<file path="src/rtl/bus_terminal_fifo_if.sv">
// bus_terminal_fifo_if: host and arbiter handshake signals of one bus terminal
interface bus_terminal_fifo_if #(
    parameter int pckg_sz = 16,
    parameter int depth = 8
);
    logic host_wr;
    logic [pckg_sz-1:0] host_din;
    logic host_full;
    logic pndng;
    logic pop;
    logic [pckg_sz-1:0] D_pop;
    logic push;
    logic [pckg_sz-1:0] D_push;
    logic rx_valid;
    logic [pckg_sz-1:0] rx_data;
    logic rx_rd;
    logic [$clog2(depth):0] tx_count;
    logic [2:0] err;
    modport master (
        output host_wr, host_din, pop, push, D_push, rx_rd,
        input host_full, pndng, D_pop, rx_valid, rx_data, tx_count, err
    );
    modport slave (
        input host_wr, host_din, pop, push, D_push, rx_rd,
        output host_full, pndng, D_pop, rx_valid, rx_data, tx_count, err
    );
endinterface

</file>
<file path="src/rtl/bus_terminal_fifo.sv">
// bus_terminal_fifo: TX/RX first-word-fall-through FIFO pair; BUS_TERM_ID_FILTER_EN enables the RX destination filter
module bus_terminal_fifo #(
    parameter int pckg_sz = 16,
    parameter int depth = 8,
    parameter logic [7:0] my_id = 8'h00,
    parameter logic [7:0] broadcast = 8'hFF
) (
    input logic clk,
    input logic rst,
    bus_terminal_fifo_if.slave bus
);
    localparam int aw = $clog2(depth);
    localparam int cw = aw + 1;
    logic [pckg_sz-1:0] tx_mem [depth];
    logic [pckg_sz-1:0] rx_mem [depth];
    logic [aw-1:0] tx_wp, tx_rp, rx_wp, rx_rp;
    logic [cw-1:0] tx_cnt, rx_cnt;
    logic [2:0] err_q;
    logic tx_empty, tx_full, rx_empty, rx_full;
    logic pop_ok, wr_ok, rd_ok, push_ok, id_ok;
`ifdef BUS_TERM_ID_FILTER_EN
    assign id_ok = bus.D_push[pckg_sz-1 -: 8] == my_id || bus.D_push[pckg_sz-1 -: 8] == broadcast;
`else
    logic unused_id;
    assign id_ok = 1'b1;
    assign unused_id = ^{my_id, broadcast};
`endif
    always_comb begin
        tx_empty = tx_cnt == '0;
        tx_full = tx_cnt == cw'(depth);
        rx_empty = rx_cnt == '0;
        rx_full = rx_cnt == cw'(depth);
        pop_ok = bus.pop && !tx_empty;
        wr_ok = bus.host_wr && (!tx_full || pop_ok);
        rd_ok = bus.rx_rd && !rx_empty;
        push_ok = bus.push && id_ok && (!rx_full || rd_ok);
    end
    // outputs depend only on registered state, so no input reaches an output combinationally
    assign bus.host_full = tx_full;
    assign bus.pndng = !tx_empty;
    assign bus.D_pop = tx_empty ? '0 : tx_mem[tx_rp];
    assign bus.rx_valid = !rx_empty;
    assign bus.rx_data = rx_empty ? '0 : rx_mem[rx_rp];
    assign bus.tx_count = tx_cnt;
    assign bus.err = err_q;
    always_ff @(posedge clk) begin
        if (!rst) begin
            tx_wp <= '0;
            tx_rp <= '0;
            rx_wp <= '0;
            rx_rp <= '0;
            tx_cnt <= '0;
            rx_cnt <= '0;
            err_q <= '0;
        end else begin
            if (wr_ok) tx_wp <= tx_wp + aw'(1);
            if (pop_ok) tx_rp <= tx_rp + aw'(1);
            if (push_ok) rx_wp <= rx_wp + aw'(1);
            if (rd_ok) rx_rp <= rx_rp + aw'(1);
            tx_cnt <= tx_cnt + cw'(wr_ok) - cw'(pop_ok);
            rx_cnt <= rx_cnt + cw'(push_ok) - cw'(rd_ok);
            err_q <= err_q | {bus.push && !push_ok, bus.pop && tx_empty, bus.host_wr && !wr_ok};
        end
    end
    always_ff @(posedge clk) begin
        if (rst && wr_ok) tx_mem[tx_wp] <= bus.host_din;
        if (rst && push_ok) rx_mem[rx_wp] <= bus.D_push;
    end
    a_dpop_stable: assert property (@(posedge clk) disable iff (!rst)
        bus.pndng && !bus.pop |=> $stable(bus.D_pop));
endmodule

</file>
<file path="src/flat_wrapper.sv">
// flat-port wrapper written by rule: the top's interface ports become plain ports
module bus_terminal_fifo_flat 
#(
    parameter int pckg_sz = 16,
    parameter int depth = 8,
    parameter logic [7:0] my_id = 8'h00,
    parameter logic [7:0] broadcast = 8'hFF
)
  (clk, rst, bus_host_wr, bus_host_din, bus_pop, bus_push, bus_D_push, bus_rx_rd, bus_host_full, bus_pndng, bus_D_pop, bus_rx_valid, bus_rx_data, bus_tx_count, bus_err);
  bus_terminal_fifo_if #(.pckg_sz(pckg_sz), .depth(depth)) bus_i ();
  input logic clk;
  input logic rst;
  input wire logic [$bits(bus_i.host_wr)-1:0] bus_host_wr;
  input wire logic [$bits(bus_i.host_din)-1:0] bus_host_din;
  input wire logic [$bits(bus_i.pop)-1:0] bus_pop;
  input wire logic [$bits(bus_i.push)-1:0] bus_push;
  input wire logic [$bits(bus_i.D_push)-1:0] bus_D_push;
  input wire logic [$bits(bus_i.rx_rd)-1:0] bus_rx_rd;
  output wire logic [$bits(bus_i.host_full)-1:0] bus_host_full;
  output wire logic [$bits(bus_i.pndng)-1:0] bus_pndng;
  output wire logic [$bits(bus_i.D_pop)-1:0] bus_D_pop;
  output wire logic [$bits(bus_i.rx_valid)-1:0] bus_rx_valid;
  output wire logic [$bits(bus_i.rx_data)-1:0] bus_rx_data;
  output wire logic [$bits(bus_i.tx_count)-1:0] bus_tx_count;
  output wire logic [$bits(bus_i.err)-1:0] bus_err;
  assign bus_i.host_wr = bus_host_wr;
  assign bus_i.host_din = bus_host_din;
  assign bus_i.pop = bus_pop;
  assign bus_i.push = bus_push;
  assign bus_i.D_push = bus_D_push;
  assign bus_i.rx_rd = bus_rx_rd;
  assign bus_host_full = bus_i.host_full;
  assign bus_pndng = bus_i.pndng;
  assign bus_D_pop = bus_i.D_pop;
  assign bus_rx_valid = bus_i.rx_valid;
  assign bus_rx_data = bus_i.rx_data;
  assign bus_tx_count = bus_i.tx_count;
  assign bus_err = bus_i.err;
  bus_terminal_fifo #(.pckg_sz(pckg_sz), .depth(depth), .my_id(my_id), .broadcast(broadcast)) u_core (.clk(clk), .rst(rst), .bus(bus_i));
endmodule
</file>
<file path="config.mk">
export PLATFORM = sky130hd
export DESIGN_NAME = bus_terminal_fifo_flat
export DESIGN_NICKNAME = d
export VERILOG_FILES = /design/src/rtl/bus_terminal_fifo_if.sv /design/src/rtl/bus_terminal_fifo.sv /design/src/flat_wrapper.sv
export SDC_FILE = /design/constraint.sdc
export NUM_CORES = 1
export LEC_CHECK = 0
export BUFFER_PORTS_ARGS = -buffer_cell sky130_fd_sc_hd__clkbuf_2
export CAP_MARGIN = 40
export CORE_MARGIN = 4
export CORE_UTILIZATION = 54
export CTS_CLUSTER_DIAMETER = 50
export DETAILED_ROUTE_END_ITERATION = 16
export GPL_ROUTABILITY_DRIVEN = 1
export HOLD_SLACK_MARGIN = 0.02
export PLACE_DENSITY_LB_ADDON = 0.3
export SLEW_MARGIN = 20
export SYNTH_ARGS = -nofsm -noshare
export SYNTH_HDL_FRONTEND = slang
export SYNTH_SLANG_ARGS = --single-unit
</file>
<file path="constraint.sdc">
create_clock -name clk -period 3.35 [get_ports clk]
set_clock_uncertainty 0.2 [all_clocks]
set_input_delay 0.5025 -clock clk [delete_from_list [all_inputs] [get_ports clk]]
set_output_delay 0.5025 -clock clk [all_outputs]
set_load 0.05 [all_outputs]
</file>
==> results of run 1 <==
==> metal layers <==
layer | vias to the layer above | part of all wire | track usage
met5 | - | 0 | 0
met4 | 0 | 0.013 | 0.0407
met3 | 26 | 0.051 | 0.0336
met2 | 172 | 0.54 | 0.338
met1 | 2907 | 0.39 | 0.244
li1 | 2530 | - | -
==> critical path: stages, from the launching register on <==
cell and delay, ns:
dfxtp_1 0.69, buf_4 0.34, mux4_2 0.37, a22o_1 0.26, clkbuf_2 0.23
==> cell families (layout without fill, tap and decap cells) <==
group           count (synthesis)  in the layout  share of synthesized area
fa+ha+maj                      18             18                     0.0215
simple gates                   73             73                     0.0367
xor+xnor                        2              2                    0.00157
flops                         285            285                      0.740
compound gates                 58             58                     0.0409
buf+inv                        48            195                     0.0227
mux                            72             72                      0.136
==> Yosys cell counts (2+ instances only) <==
| cell | number | area share |
|---|---|---|
| nor4_1 | 5 | 0.0028 |
| nor3b_4 | 2 | 0.0034 |
| ha_1 | 16 | 0.018 |
| clkbuf_1 | 4 | 0.0013 |
| a21oi_1 | 9 | 0.0040 |
| fa_1 | 2 | 0.0036 |
| inv_2 | 4 | 0.0013 |
| xnor2_1 | 2 | 0.0016 |
| buf_1 | 7 | 0.0024 |
| nand2b_1 | 7 | 0.0039 |
| edfxtp_1 | 256 | 0.69 |
| nand2_1 | 13 | 0.0044 |
| o211ai_1 | 2 | 0.0013 |
| buf_2 | 2 | 0.00090 |
| mux2i_1 | 8 | 0.0072 |
| o21ai_0 | 5 | 0.0022 |
| nor3_1 | 8 | 0.0036 |
| buf_4 | 3 | 0.0020 |
| a211oi_1 | 2 | 0.0013 |
| nor2_1 | 13 | 0.0044 |
| a21o_1 | 2 | 0.0013 |
| or3_1 | 5 | 0.0028 |
| nand3_1 | 8 | 0.0036 |
| nor2b_1 | 2 | 0.0011 |
| and2_1 | 5 | 0.0028 |
| inv_1 | 20 | 0.0067 |
| mux4_2 | 64 | 0.13 |
| buf_6 | 8 | 0.0081 |
| dfxtp_1 | 29 | 0.052 |
| a22o_1 | 32 | 0.025 |
==> placed cells by master, fill, tap and decap left out, types with 3 or more instances in the layout <==
| cell | Yosys | final |
|---|---|---|
| a21oi_1 | 9 | 9 |
| a22o_1 | 32 | 32 |
| and2_1 | 5 | 4 |
| buf_12 | 0 | 3 |
| buf_4 | 3 | 23 |
| clkbuf_1 | 4 | 6 |
| clkbuf_16 | 0 | 29 |
| clkbuf_2 | 0 | 79 |
| clkinv_1 | 0 | 7 |
| dfxtp_1 | 29 | 27 |
| dlygate4sd3_1 | 0 | 16 |
| edfxtp_1 | 256 | 256 |
| ha_1 | 16 | 16 |
| inv_1 | 20 | 20 |
| inv_2 | 4 | 4 |
| mux2i_1 | 8 | 8 |
| mux4_2 | 64 | 64 |
| nand2_1 | 13 | 13 |
| nand2b_1 | 7 | 7 |
| nand3_1 | 8 | 8 |
| nor2_1 | 13 | 13 |
| nor3_2 | 0 | 8 |
| nor4_2 | 0 | 4 |
| o21ai_0 | 5 | 5 |
| or3_1 | 5 | 5 |
==> final cells by class <==
cell class / count / area (µm²) / share of cell area
Timing Repair Buffer: 121 / 788 / 0.0603
Tap cell: 270 / 338 / 0.0259
Multi-Input combinational cell: 223 / 2710 / 0.208
Sequential cell: 285 / 8270 / 0.633
Clock inverter: 15 / 116 / 0.00891
Clock buffer: 35 / 748 / 0.0573
Inverter: 24 / 90.1 / 0.00690
==> per-stage QoR <==
step	total power [µW]	util	instances	setup WS, ns	area [µm²]
finish	10100	0.644	973	0.207	13100
global route	10500	0.644	973	0.0643	13100
CTS	10200	0.643	973	0.0471	13100
detailed placement	7210	0.593	907	0.644	12000
global placement	7130	0.593	907	0.739	12000
floorplan	6500	-	556	-0.230	11200
==> timing repair <==
action / 4_1_cts / 5_1_grt
gates resized for setup: 0 / 1
hold buffers: 16 / 0
buffers inserted: 0 / 0
setup endpoints to repair: 0 / 16
hold endpoints to repair: 91 / 0
==> state kept, by name (all words and copies together), names as in the netlist, named ones only <==
register and flops:
u_core.rx_mem 128, u_core.tx_mem 128, u_core.bus.tx_count 4, u_core.rx_cnt 4, u_core.bus.err 3, u_core.rx_rp 3, u_core.rx_wp 3, u_core.tx_rp 3
u_core.tx_wp 3
==> power by group through the flow <==
stage	clock (µW)	sequential (µW)	combinational, µW
floorplan	0	4290	2200
global placement	0	4280	2850
detailed placement	0	4300	2920
CTS	3000	4220	2950
global route	3180	4240	3100
finish	2930	4220	2920
==> how the worst min path moves through the flow <==
stage                            from                    to  slack [ns]  depth (start not counted)
floorplan             u_core.tx_rp[2]             flip-flop        0.25                          2
global placement    u_core.bus.err[0]     u_core.bus.err[0]        0.25                          1
detailed placement  u_core.bus.err[1]     u_core.bus.err[1]        0.25                          2
CTS                   bus_host_din[8]   u_core.tx_mem[5][8]        0.02                          1
global route          bus_host_din[8]   u_core.tx_mem[0][8]        0.04                          1
finish                 bus_D_push[13]  u_core.rx_mem[2][13]        0.04                          1
==> flow_summary_export.csv, run 1 <==
group,metric,value,unit
sta,hold_viol_final,0,
setup_path,end_kind,"output pin",
outcome,status,"complete, no violations",
route,drt-pass1-iter-count,4,
global_route,grt_pass1_wl,34.4,mm
global_route,overflow,0,
logic_synthesis,syn-instance-count,556,
final_layout,syn_to_final_growth,17.0,%
clock_tree,cts_buffers,29,
clock_tree,cts_root_buf,"clkbuf_16",
pwr,clockPowerShare,0.291,
floorplanning,start_util,0.550,
final_layout,num_antenna_cells,0,
route,drt_iter0_markers,337,
run,max_cap_viol_count,0,
route,ant_nets,0,
sta,finalSetupViolations,0,
clock_tree,clk_pin_slew,0.06,ns
final_layout,drive_above_1_share,0.329,
clock_tree,cts_buffer_depth,3,
pwr,peakVddDrop,0.573,mV
final_layout,fillers,1379,
sta,maxSlewViolCount,0,
logic_synthesis,synthFlopType,"edfxtp_1",
setup_path,reg2reg_depth,8,
logic_synthesis,synth_edf_count,256,
pwr,powerDensity,771,nW/µm²
setup_path,crit_type,"reg2out",
clock_tree,clock_latency,0.53,ns
logic_synthesis,syn-cell-area,11200,µm²
global_route,grt_pass1_vias,5987,
sta,tns,0,ns
route,viasPerCell,5.79,
pwr,seqPwrFrac,0.419,
setup_path,critPathMaxFanout,12,
logic_synthesis,yosysSeqAreaShare,0.740,
hold_path,hold_path_class,"in2reg",
global_route,grt_max_degree,33,
pwr,swShare,0.329,
route,drc,0,
logic_synthesis,syn_area_per_cell,20.1,µm²
logic_synthesis,ys_seq_elements,285,
global_route,antenna_found_initial,0,
clock_tree,cts_max_level,1,
place,dp_hpwl,13.5,mm
floorplanning,design.die.area,23000,µm²
place,io_buffer_count,79,
setup_path,start_kind,"flip-flop",
logic_synthesis,ys_types,41,
floorplanning,rows,52,
logic_synthesis,syn_nets,612,
global_route,grt_usage,0.189,
sta,max_freq,318,MHz
route,wirelength,21.7,mm
setup_path,r2r_slack,0.79,ns
pwr,internal_power,6760,µW
pwr,p_switching,3310,µW
clock_tree,cts.sinks,285,
setup_path,crit_arrival,2.44,ns
sta,period_minus_slack,3.14,ns
route,wl_per_cell,22.3,µm
sta,fin_hold_ws,0.0390,ns
clock_tree,cts_tree,"done",
setup_path,r2r_end,"u_core.bus.tx_count[1]",
setup_path,worstReg2RegStart,"u_core.bus.tx_count[2]",
setup_path,endpoint,"bus_rx_data[15]",
pwr,combPwrFrac,0.290,
sta,grt_setup_unrepaired,"no",
final_layout,nets,740,
logic_synthesis,async_reset_ff_frac,0,
setup_path,crit_required,2.65,ns
floorplanning,ioPinCount,80,
sta,post-route-period-util,0.938,
pwr,power_leakage,0.00450,µW
sta,tightest_slew,0.718,ns
sta,slew_headroom,0.514,
floorplanning,die_h,152,µm
route,vias,5635,
place,place.gp.congestion,0.762,
logic_synthesis,ys.warnings.count,0,
floorplanning,die_x,152,µm
floorplanning,core,20300,µm²
Note: power is estimated with default switching activity, not from simulation.
==> run 2: changes to the inputs <==
Settings changed: ABC_CLOCK_PERIOD_IN_PS set to 3350, BUFFER_PORTS_ARGS -buffer_cell sky130_fd_sc_hd__clkbuf_2 to unset, CORE_MARGIN 4 to 2, CORE_UTILIZATION 54 to 57, DONT_BUFFER_PORTS set to 1.
==> flow_summary_export.csv, run 2 (same netlist as run 1, synthesis figures left out) <==
group,metric,value,unit
sta,post-route-period-util,0.955,
floorplanning,ioPinCount,80,
clock_tree,cts_buffers,29,
pwr,swShare,0.318,
floorplanning,rows,51,
pwr,powerDensity,789,nW/µm²
clock_tree,cts_tree,"done",
sta,grt_setup_unrepaired,"no",
global_route,grt_usage,0.211,
pwr,seqPwrFrac,0.407,
pwr,internal_power,7140,µW
place,io_buffer_count,0,
sta,fin_hold_ws,0.0859,ns
setup_path,critPathMaxFanout,16,
sta,max_freq,313,MHz
clock_tree,clock_latency,0.53,ns
sta,hold_viol_final,0,
clock_tree,clk_pin_slew,0.06,ns
place,placed_cell_area,12000,µm²
setup_path,crit_type,"reg2out",
setup_path,reg2reg_depth,8,
final_layout,finalInstanceArea,13300,µm²
sta,finalSetupViolations,0,
global_route,grt_pass1_vias,5846,
global_route,antenna_found_initial,0,
final_layout,reg_top3,"u_core.rx_mem: 128 flops, u_core.tx_mem: 128 flops",
route,drc,0,
outcome,status,"complete, no violations",
hold_path,min-delay-start,"bus_push",
pwr,combPwrFrac,0.305,
floorplanning,core,19300,µm²
final_layout,num_antenna_cells,0,
place,place.gp.congestion,0.780,
clock_tree,cts_root_buf,"clkbuf_16",
pwr,peakVddDrop,0.570,mV
pwr,p_total,10500,µW
sta,maxSlewViolCount,0,
final_layout,most-common-layout-cells,"edfxtp_1 (256), mux4_2 (64), dlygate4sd3_1 (37)",
hold_path,hold_path_class,"in2reg",
route,wl_per_cell,22.5,µm
pwr,power_leakage,0.00446,µW
route,drt_iter0_markers,416,
clock_tree,cts.sinks,285,
final_layout,finish.utilization,0.687,
route,drt-pass1-iter-count,5,
global_route,grt_max_degree,33,
hold_path,worstHoldEndpoint,"u_core.rx_wp[1]",
pwr,clockPowerShare,0.288,
global_route,grt_pass1_wl,32.8,mm
setup_path,crit_required,2.65,ns
route,wirelength,21.1,mm
route,ant_nets,0,
clock_tree,cts_max_level,1,
hold_path,hold_depth,3,
run,max_cap_viol_count,0,
final_layout,nets,707,
sta,tightest_slew,0.740,ns
setup_path,end_kind,"output pin",
floorplanning,die_h,144,µm
setup_path,r2r_end,"u_core.bus.tx_count[1]",
setup_path,crit_arrival,2.50,ns
setup_path,worstReg2RegStart,"u_core.bus.tx_count[2]",
floorplanning,design.die.area,20700,µm²
floorplanning,start_util,0.578,
clock_tree,cts_buffer_depth,3,
global_route,overflow,0,
final_layout,syn_to_final_growth,18.9,%
route,viasPerCell,5.90,
setup_path,r2r_slack,0.69,ns
pwr,p_switching,3330,µW
final_layout,final_common_cell,"edfxtp_1",
floorplanning,die_x,144,µm
sta,period_minus_slack,3.20,ns
setup_path,start_kind,"flip-flop",
place,dp_hpwl,12.4,mm
sta,slew_headroom,0.499,
final_layout,drive_above_1_share,0.268,
route,vias,5530,
[run 2: changes by cell type in the layout (fill, tap and decap cells not counted), moves of 2 or more]
cell and delta:
clkbuf_1 +2, buf_12 +15, inv_6 +2, buf_4 +10
clkinv_1 -2, dlygate4sd3_1 +21, clkbuf_2 -79
[run 2: layer usage]
layer | share of wire | up-vias | wire (µm) | global-route usage
li1 | - | 2459 | - | -
met1 | 0.40 | 2854 | 8320 | 0.278
met2 | 0.53 | 187 | 11100 | 0.366
met3 | 0.064 | 30 | 1340 | 0.0391
met4 | 0.016 | 0 | 334 | 0.0599
met5 | 0 | - | 0 | 0
[run 2: cell type report]
class	count	area [µm²]
flip-flops and latches	285	8270
multi-input cells	223	2710
clock inverters	15	138
fillers	1227	6060
inverters	24	90.1
clock buffers	37	756
repair buffers	88	978
well taps	265	332
[run 2: worst max path at each step]
stage | startpoint | endpoint
3_3_place_gp | u_core.bus.tx_count[2] | u_core.bus.tx_count[2]
3_5_place_dp | u_core.bus.tx_count[2] | u_core.bus.tx_count[1]
4_1_cts | u_core.bus.tx_count[2] | bus_D_pop[11]
5_1_grt | u_core.rx_cnt[2] | bus_rx_data[4]
2_1_floorplan | u_core.bus.tx_count[2] | u_core.tx_mem[2][0]
6_report | u_core.rx_cnt[2] | bus_rx_data[4]
[run 2: timing repair]
action | in CTS | in global routing
setup endpoints to repair | 0 | 9
hold buffers | 37 | 0
buffers inserted | 0 | 1
hold endpoints to repair | 278 | 0
gates resized for setup | 0 | 2
[run 2: worst max-delay path, stage by stage, from the launching register on]
cell and delay [ns]:
dfxtp_1 0.30, inv_1 0.06, ha_1 0.22, nor3b_4 0.16, inv_2 0.24, and2_1 0.17
buf_4 0.26, a22o_1 0.54
[run 2: power groups by stage]
| stage | logic [µW] | clock network (µW) | registers [µW] |
|---|---|---|---|
| after floorplan | 2200 | 0 | 4290 |
| after global placement | 3060 | 0 | 4320 |
| after detailed placement | 3120 | 0 | 4340 |
| after CTS | 3220 | 3080 | 4260 |
| after global routing | 3390 | 3230 | 4280 |
| final | 3190 | 3020 | 4260 |
[run 2: through the flow]
| step | cells | setup TNS (ns) | setup slack (ns) |
|---|---|---|---|
| after floorplan | 556 | -7.37 | -0.230 |
| after global placement | 847 | 0 | 0.623 |
| after detailed placement | 847 | 0 | 0.553 |
| after CTS | 936 | 0 | 0.0624 |
| after global routing | 937 | 0 | 0.0243 |
| final | 937 | 0 | 0.152 |
